### config.mk
export PLATFORM = sky130hd
export DESIGN_NAME = au_rs
export DESIGN_NICKNAME = d
export VERILOG_FILES = /design/src/rtl/au_pkg.sv /design/src/rtl/au_rs_select.sv /design/src/rtl/au_rs.sv
export SDC_FILE = /design/constraint.sdc
export NUM_CORES = 1
export LEC_CHECK = 0
export ABC_AREA = 1
export CAP_MARGIN = 20
export CELL_PAD_IN_SITES_DETAIL_PLACEMENT = 1
export CELL_PAD_IN_SITES_GLOBAL_PLACEMENT = 2
export CORE_MARGIN = 3
export CORE_UTILIZATION = 33
export DETAILED_ROUTE_END_ITERATION = 16
export PLACE_DENSITY_LB_ADDON = 0.05
export SLEW_MARGIN = 10
export SYNTH_ARGS = -nofsm -noshare
export SYNTH_HDL_FRONTEND = slang
export SYNTH_SLANG_ARGS = --single-unit
### constraint.sdc
create_clock -name clk -period 17.15 [get_ports clk]
set_input_delay 4.2875 -clock clk [delete_from_list [all_inputs] [get_ports clk]]
set_output_delay 4.2875 -clock clk [all_outputs]
set_load 0.01 [all_outputs]
### src/rtl/au_pkg.sv
// Shared definitions for the AU reservation station and the AU itself:
// operand widths, execute_type encodings and the station entry layout.
package au_pkg;

    localparam int XLEN  = 32;
    localparam int TAG_W = 4;
    localparam int OP_W  = 5;

    typedef enum logic [OP_W-1:0] {
        AU_ADD  = 5'd0,
        AU_SUB  = 5'd1,
        AU_AND  = 5'd2,
        AU_OR   = 5'd3,
        AU_XOR  = 5'd4,
        AU_SLL  = 5'd5,
        AU_SRL  = 5'd6,
        AU_SRA  = 5'd7,
        AU_SLT  = 5'd8,
        AU_SLTU = 5'd9
    } au_op_e;

    typedef struct packed {
        logic             rdy;
        logic [TAG_W-1:0] tag;
        logic [XLEN-1:0]  val;
    } rs_src_t;

    typedef struct packed {
        logic             valid;
        logic [OP_W-1:0]  op;
        logic [TAG_W-1:0] dst_tag;
        rs_src_t          src1;
        rs_src_t          src2;
    } rs_entry_t;

    // A waiting source whose producer tag is on the CDB takes the broadcast value.
    function automatic rs_src_t capture_src(input rs_src_t          s,
                                            input logic             cdbValid,
                                            input logic [TAG_W-1:0] cdbTag,
                                            input logic [XLEN-1:0]  cdbData);
        rs_src_t r;
        r = s;
        if (!s.rdy && cdbValid && (s.tag == cdbTag)) begin
            r.rdy = 1'b1;
            r.val = cdbData;
        end
        return r;
    endfunction

endpackage

### src/rtl/au_rs_select.sv
// Oldest-ready picker: entries are age ordered, so the lowest index whose
// both operands are present wins.
import au_pkg::*;

module au_rs_select #(
    parameter int DEPTH = 4
) (
    input  logic [DEPTH-1:0]         ready_i,
    output logic                     found_o,
    output logic [$clog2(DEPTH)-1:0] idx_o
);

    // Scan from the youngest down so the oldest ready entry is the last one written.
    always_comb begin
        found_o = 1'b0;
        idx_o   = '0;
        for (int i = DEPTH - 1; i >= 0; i--) begin
            if (ready_i[i]) begin
                found_o = 1'b1;
                idx_o   = ($clog2(DEPTH))'(i);
            end
        end
    end

endmodule

### src/rtl/au_rs.sv
// Reservation station feeding the integer AU. Buffers dispatched micro-ops in
// age order, snoops the CDB for missing operands and issues the oldest ready
// op through a registered valid/ready output stage.
import au_pkg::*;

module au_rs #(
    parameter int DEPTH = 4
) (
    input  logic             clk,
    input  logic             rst,
    input  logic             flush,
    input  logic             disp_valid,
    output logic             disp_ready,
    input  logic [OP_W-1:0]  disp_op,
    input  logic [TAG_W-1:0] disp_dst_tag,
    input  logic             disp_src1_rdy,
    input  logic             disp_src2_rdy,
    input  logic [TAG_W-1:0] disp_src1_tag,
    input  logic [TAG_W-1:0] disp_src2_tag,
    input  logic [XLEN-1:0]  disp_src1_val,
    input  logic [XLEN-1:0]  disp_src2_val,
    input  logic             cdb_valid,
    input  logic [TAG_W-1:0] cdb_tag,
    input  logic [XLEN-1:0]  cdb_data,
    output logic             issue_valid,
    input  logic             au_ready,
    output logic [XLEN-1:0]  operand1,
    output logic [XLEN-1:0]  operand2,
    output logic [OP_W-1:0]  execute_type,
    output logic [TAG_W-1:0] issue_tag
);

    localparam int IDX_W = $clog2(DEPTH);
    localparam int CNT_W = $clog2(DEPTH + 1);

    rs_entry_t        entries_q [DEPTH];
    rs_entry_t        entries_d [DEPTH];
    rs_entry_t        woken     [DEPTH];
    rs_entry_t        newEntry;
    rs_src_t          newSrc1;
    rs_src_t          newSrc2;
    logic [CNT_W-1:0] count_q, count_d;
    logic [CNT_W-1:0] writeIdx;
    logic             dispReady_q, dispReady_d;
    logic             issueValid_q, issueValid_d;
    logic [XLEN-1:0]  operand1_q, operand1_d;
    logic [XLEN-1:0]  operand2_q, operand2_d;
    logic [OP_W-1:0]  execType_q, execType_d;
    logic [TAG_W-1:0] issueTag_q, issueTag_d;
    logic [DEPTH-1:0] entryReady;
    logic             selFound;
    logic [IDX_W-1:0] selIdx;
    logic             advance;
    logic             doIssue;
    logic             doDisp;

    // Eligibility comes from registered state only, so a fresh wakeup waits a cycle.
    always_comb begin
        for (int i = 0; i < DEPTH; i++) begin
            entryReady[i] = entries_q[i].valid && entries_q[i].src1.rdy && entries_q[i].src2.rdy;
        end
    end

    au_rs_select #(
        .DEPTH (DEPTH)
    ) u_select (
        .ready_i (entryReady),
        .found_o (selFound),
        .idx_o   (selIdx)
    );

    // Apply this cycle's CDB broadcast to every waiting source of every live entry.
    always_comb begin
        for (int i = 0; i < DEPTH; i++) begin
            woken[i] = entries_q[i];
            if (entries_q[i].valid) begin
                woken[i].src1 = capture_src(entries_q[i].src1, cdb_valid, cdb_tag, cdb_data);
                woken[i].src2 = capture_src(entries_q[i].src2, cdb_valid, cdb_tag, cdb_data);
            end
        end
    end

    // Next state: collapse out the issued entry, append the dispatch behind the
    // survivors, update the output stage; flush discards all of it.
    always_comb begin
        advance = !issueValid_q || au_ready;
        doIssue = advance && selFound;
        doDisp  = disp_valid && dispReady_q;

        newSrc1.rdy = disp_src1_rdy;
        newSrc1.tag = disp_src1_tag;
        newSrc1.val = disp_src1_rdy ? disp_src1_val : '0;
        newSrc2.rdy = disp_src2_rdy;
        newSrc2.tag = disp_src2_tag;
        newSrc2.val = disp_src2_rdy ? disp_src2_val : '0;

        newEntry.valid   = 1'b1;
        newEntry.op      = disp_op;
        newEntry.dst_tag = disp_dst_tag;
        newEntry.src1    = capture_src(newSrc1, cdb_valid, cdb_tag, cdb_data);
        newEntry.src2    = capture_src(newSrc2, cdb_valid, cdb_tag, cdb_data);

        for (int i = 0; i < DEPTH - 1; i++) begin
            if (doIssue && (int'(selIdx) <= i)) begin
                entries_d[i] = woken[i + 1];
            end else begin
                entries_d[i] = woken[i];
            end
        end
        entries_d[DEPTH - 1] = doIssue ? '0 : woken[DEPTH - 1];

        writeIdx = count_q - CNT_W'(doIssue);
        for (int i = 0; i < DEPTH; i++) begin
            if (doDisp && (int'(writeIdx) == i)) begin
                entries_d[i] = newEntry;
            end
        end

        count_d = count_q + CNT_W'(doDisp) - CNT_W'(doIssue);

        issueValid_d = issueValid_q;
        operand1_d   = operand1_q;
        operand2_d   = operand2_q;
        execType_d   = execType_q;
        issueTag_d   = issueTag_q;
        if (advance) begin
            if (selFound) begin
                issueValid_d = 1'b1;
                operand1_d   = entries_q[selIdx].src1.val;
                operand2_d   = entries_q[selIdx].src2.val;
                execType_d   = entries_q[selIdx].op;
                issueTag_d   = entries_q[selIdx].dst_tag;
            end else begin
                issueValid_d = 1'b0;
            end
        end

        if (flush) begin
            for (int i = 0; i < DEPTH; i++) begin
                entries_d[i] = '0;
            end
            count_d      = '0;
            issueValid_d = 1'b0;
        end

        dispReady_d = (count_d < CNT_W'(DEPTH));
    end

    // State and output registers; dispatch ready is registered from the next count.
    always_ff @(posedge clk or posedge rst) begin
        if (rst) begin
            for (int i = 0; i < DEPTH; i++) begin
                entries_q[i] <= '0;
            end
            count_q      <= '0;
            dispReady_q  <= 1'b1;
            issueValid_q <= 1'b0;
            operand1_q   <= '0;
            operand2_q   <= '0;
            execType_q   <= '0;
            issueTag_q   <= '0;
        end else begin
            for (int i = 0; i < DEPTH; i++) begin
                entries_q[i] <= entries_d[i];
            end
            count_q      <= count_d;
            dispReady_q  <= dispReady_d;
            issueValid_q <= issueValid_d;
            operand1_q   <= operand1_d;
            operand2_q   <= operand2_d;
            execType_q   <= execType_d;
            issueTag_q   <= issueTag_d;
        end
    end

    assign disp_ready   = dispReady_q;
    assign issue_valid  = issueValid_q;
    assign operand1     = operand1_q;
    assign operand2     = operand2_q;
    assign execute_type = execType_q;
    assign issue_tag    = issueTag_q;

endmodule

Yosys cells after proc, flatten, opt, wreduce, memory -nomap -nowiden
Cells that the tools add are included.
Word-level totals
  register bits: 414
  input bits: 125
  output and inout port bits: 75
  word-level logic and storage cells: 176
Operators by class
  add/subtract/negate cells: 3
  $lt $le $gt $ge: 5
  equality and inequality tests: 13
  muxes and demuxes: 50
  bitwise logic cells: 1
  reductions and logical operators: 61
Operators by type and width (number)
  $mux W84: 8
  $mux W32: 12
  $mux W336: 1
  $mux W74: 4
  $bmux W84 S2: 1
  $mux W83: 2
  $eq A4 B4 Y1: 10
  $logic_and A1 B1 Y1: 37
  $mux W1: 17
  $reduce_bool A3 Y1: 4
  $reduce_bool A4 Y1: 3
  $logic_not A1 Y1: 11
  $mux W2: 4
  $eq A3 B3 Y1 const B: 2
  $reduce_and A2 Y1: 3
  $sub A3 B1 Y3: 2
  $le A2 B1 Y1 const B: 2
  $add A3 B1 Y3: 1
  $eq A3 B2 Y1 const B: 1
  $ge A3 B3 Y1 const B: 1
  $logic_not A3 Y1: 1
  $lt A3 B3 Y1 const B: 1
  $mux W3: 1
  $not A2 Y3: 1
  other kinds (3): 3

Depth between registers and ports, before layout
  depth after elaboration: 12
  mapped depth: 21
  gate-level depth less buffers: 18

By module
From an unflattened synthesis, not the netlist that was laid out.
Unflattened totals
  cell total of the unflattened synthesis: 4141
  area total of the unflattened synthesis: 27346.2 sq um
By module, submodules not included
  au_rs: instances 1, cells an instance 4133, area an instance 27309.9 sq um, seq. area each 10361.2 sq um
  au_rs_select: instances 1, cells an instance 8, area an instance 36.3 sq um, seq. area each 0.0 sq um

Worst setup path after synthesis
No wires, ideal clock.
  kind: input -> register
  from: input au_ready
  to: register entries_q[122] (netlist name)
  library setup time: 0.113 ns
  data arrival time: 6.403 ns
  data required time: 17.037 ns
  setup slack: 10.634 ns
  cell stages on the path: 18
  buffers on the path: 4
  cells stage by stage: inv_1 -> nand2_1 -> inv_1 -> nor2_4 -> buf_2 -> buf_2 -> ha_1 -> ha_1 -> nor3_1 -> nand2_1 -> inv_1 -> buf_2 -> buf_2 -> nand3_1 -> nand2_1 -> inv_1 -> nand2_1 -> inv_1
RTL lines
  from (decl): line au_rs.sv:26  | input logic au_ready,
  to (signal, indexed assignment): line au_rs.sv:164  | entries_q[i] <= entries_d[i];
  to (decl): line au_rs.sv:36  | rs_entry_t entries_q [DEPTH];

Worst setup path in the final report
  from: input au_ready
  to: register entries_q[119] (netlist name)
On the way
  word-level cells in the longest chain between the ends: 7
  elaborated cells between the ends (all ways): 9
  those cells by class: add/sub (1); eq/ne (1); mux (3); reduce/logical (4)
Ends and longest elaborated chain
  $logic_or A1 B1 Y1 (*): line au_rs.sv:86  | advance = !issueValid_q || au_ready;
  $logic_and A1 B1 Y1 (*): line au_rs.sv:87  | doIssue = advance && selFound;
  $sub A3 B1 Y3: line au_rs.sv:112  | writeIdx = count_q - CNT_W'(doIssue);
  $eq A3 B3 Y1: line au_rs.sv:114  | if (doDisp && (int'(writeIdx) == i)) begin
  $logic_and A1 B1 Y1: line au_rs.sv:114
  $mux W84 (*): line au_rs.sv:114
  $mux W336 (*): line au_rs.sv:138  | if (flush) begin
Every way passes the cells marked *; elsewhere a longest branch is shown, timed or not. The select of a mux whose other input is x is not followed.
A chain may end at the register's enable or synchronous reset.

==> impl_metrics.ini <==
[run_status]
status = completed

[placed_design]
globalplace.congestion = 0.785
place_area_um2 = 31400
dpl.hpwl_um = 80800
io_buffers = 199

[synth]
synth_fp_nets = 4583
synth_cell_types = 42
ys.warnings.count = 0
ys_seq_elements = 414
ys_seq_area_share_pct = 36.1
synthArstFlopShare_pct = 100
avgSynthCellArea_um2 = 6.45
synth.cell_area_um2 = 28700
synth_ff_type = dfrtp_1
synth_edf_count = 0
synthCells = 4453

[setup_path]
crit_family = buffers and inverters
reg2reg_from = entries_q[335]
endpoint = entries_q[119]
crit_buf_inv = 5
cpPeakStageDelay_ns = 0.93
critPathRequiredTime_ns = 17.62
reg2reg_depth = 13
critPathKind = in -> reg
cp_max_fo = 60
critPathArrivalTime_ns = 8.39
crit_chain = clkdlybuf4s50_1 -> inv_1 -> nand2_1 -> inv_1 -> nor2_4 -> ha_1 -> ha_1 -> nor3_1 -> nand2_4 -> inv_4 -> buf_4 -> nand2_1 -> nand3_1 -> o21ai_0
cp-startpoint = au_ready
reg2reg_to = entries_q[119]
slowest_stage = buf_4
cp.depth = 14
ff2ff_setup_slack_ns = 12.19
cp-start-kind = input pin
worst_setup_path_end_kind = register

[power]
power_frac_seq_pct = 31.7
p_leak_uw = 0.0174
clkPwrFrac_pct = 28.0
peakVddDrop_mv = 0.0660
p_comb_share_pct = 40.3
power_density_nw_per_um2 = 131
switching_power_uw = 1820
p_int_uw = 2540
switching_share_pct = 41.8

[cells_and_area]
area.growth.synth_to_final_pct = 15.7
final_common_cell = nand2_1
final_cell_mix = nand2_1, nand3_1, inv_1
fin_area_um2 = 33200
drive_above_1_share_pct = 4.76
layout.nets = 4586

[job]
drv_cap = 0

[detailed_routing]
drt-total-wl_um = 145000
drc_errors = 0
ant_nets = 0
drt-vias-per-instance = 5.55
detail_route.wl_per_cell_um = 25.7
vias = 31400
dr.first_iter.drc_count = 2247
drt_pre_antenna_iters = 5

[grt]
grt_max_degree = 149
globalRouteOverflowTotal = 0
antenna_found_initial = 3
grt_usage_pct = 31.6
grt_pass1_wl_um = 214000
grt_pass1_vias = 31900

[die]
die_w_um = 301
core_area_um2 = 85700
dieArea_um2 = 90600
core.rowCount = 107
start_util_pct = 33.5
boundaryPins = 200
fp.dieH_um = 301

[sta]
worstMarginPinSlew_ns = 1.18
holdWs_ns = 0.478
slew_headroom_pct = 21.4
setup_viol = 0
hold_viol_final = 0
timing.final.crit_share_pct = 46.2
slew_viol_final = 0
fin_crit_ns = 7.92
rsz0062_at_grt = false
tns_ns = 0
clock.fmax_mhz = 126
fin_worst_skew_ns = 0.0179

[clock_network]
cts_hold_buf = 0
cts_resized = 0
clkTransAtPathRegs_ns = 0.06
worstSkewPairLatency_ns = 0.64
cts_tree = yes
cts_made_buffers = 55
cts_max_level = 2
cts_setup_buffers = 0
cts.sinks = 414
cts_root_buf = clkbuf_16
clockBufferDepth = 3

[worst_hold_path]
hold_class = reg -> reg
logic make-up after synthesis:
logic type | Yosys count | synth area share (%)
fa+ha+maj | 5 | 0.244
simple gates | 2679 | 42.2
buf+inv | 957 | 13.6
flops | 414 | 36.1
xor+xnor | 14 | 0.505
compound gates | 384 | 7.37
worst min-delay path by stage:
stage              startpoint             end  slack (ns)  depth (start not counted)
2_1_floorplan  entries_q[252]  entries_q[252]        0.45                          2
3_3_place_gp   entries_q[298]  entries_q[298]        0.46                          2
3_5_place_dp   entries_q[256]  entries_q[256]        0.46                          2
4_1_cts        entries_q[306]  entries_q[306]        0.48                          2
5_1_grt        entries_q[297]  entries_q[297]        0.50                          2
6_report       entries_q[266]  entries_q[266]        0.48                          2
state kept, by name, indices dropped and copies added (netlist names):
register and count:
entries_q 336, operand1 32, operand2 32, execute_type 5, issue_tag 4, count_q 3
disp_ready 1, issue_valid 1
stage by stage:
stage,setup WS [ns],std cells,total power [uW],utilization [%]
detailed placement,8.61,5543,3140,36.6
CTS,9.27,5644,4370,38.8
finish,9.23,5647,4350,38.8
global placement,8.72,5543,3110,36.6
global route,9.04,5644,4630,38.8
floorplan,1.34,4453,2410,-
cell usage after synthesis (5+ instances only):
master	n	area share [%]
and2_0	42	0.91
o211ai_1	5	0.13
nor2_1	89	1.2
dfrtp_1	413	36
o21ai_1	71	1.2
a31oi_1	76	1.7
nand3b_1	96	2.5
nand4_1	195	4.2
buf_6	7	0.27
xor2_1	6	0.18
o21ai_0	178	3.1
buf_1	33	0.43
buf_4	13	0.34
nand2_1	1443	19
nor2_2	10	0.22
a21oi_1	5	0.087
inv_1	625	8.2
o22ai_1	41	0.89
nand3_1	766	13
buf_2	157	2.7
xnor2_1	5	0.15
clkbuf_1	104	1.4
and2_1	22	0.48
inv_2	11	0.14
nand2_2	5	0.11
nand3_2	5	0.17
worst min-delay path: stages (launching register included):
cell and delay, ns:
dfrtp_1 0.34, nand2_1 0.05, nand2_1 0.05
power by group through the flow:
| stage | logic, uW | clock network, uW | registers (uW) |
|---|---|---|---|
| 6_report | 1750 | 1220 | 1380 |
| 5_1_grt | 1930 | 1290 | 1410 |
| 4_1_cts | 1750 | 1240 | 1380 |
| 3_5_place_dp | 1740 | 0 | 1400 |
| 3_3_place_gp | 1720 | 0 | 1390 |
| 2_1_floorplan | 1020 | 0 | 1390 |
cell type report:
cell class / count / area, um^2
fill: 11000 / 52400
clock buffer: 87 / 1670
timing repair buffer: 263 / 2480
tap: 1144 / 1430
antenna: 3 / 7.51
inverter: 640 / 2420
sequential: 414 / 10400
clock inverter: 14 / 184
multi-input combinational: 3082 / 14700
per-layer routing:
metal | wire length, um | global-route usage, %
met5 | 7 | 0
met4 | 4670 | 9.95
met3 | 9070 | 4.38
met2 | 67700 | 52.3
met1 | 63900 | 42.6
(Power assumes the default switching activity.)
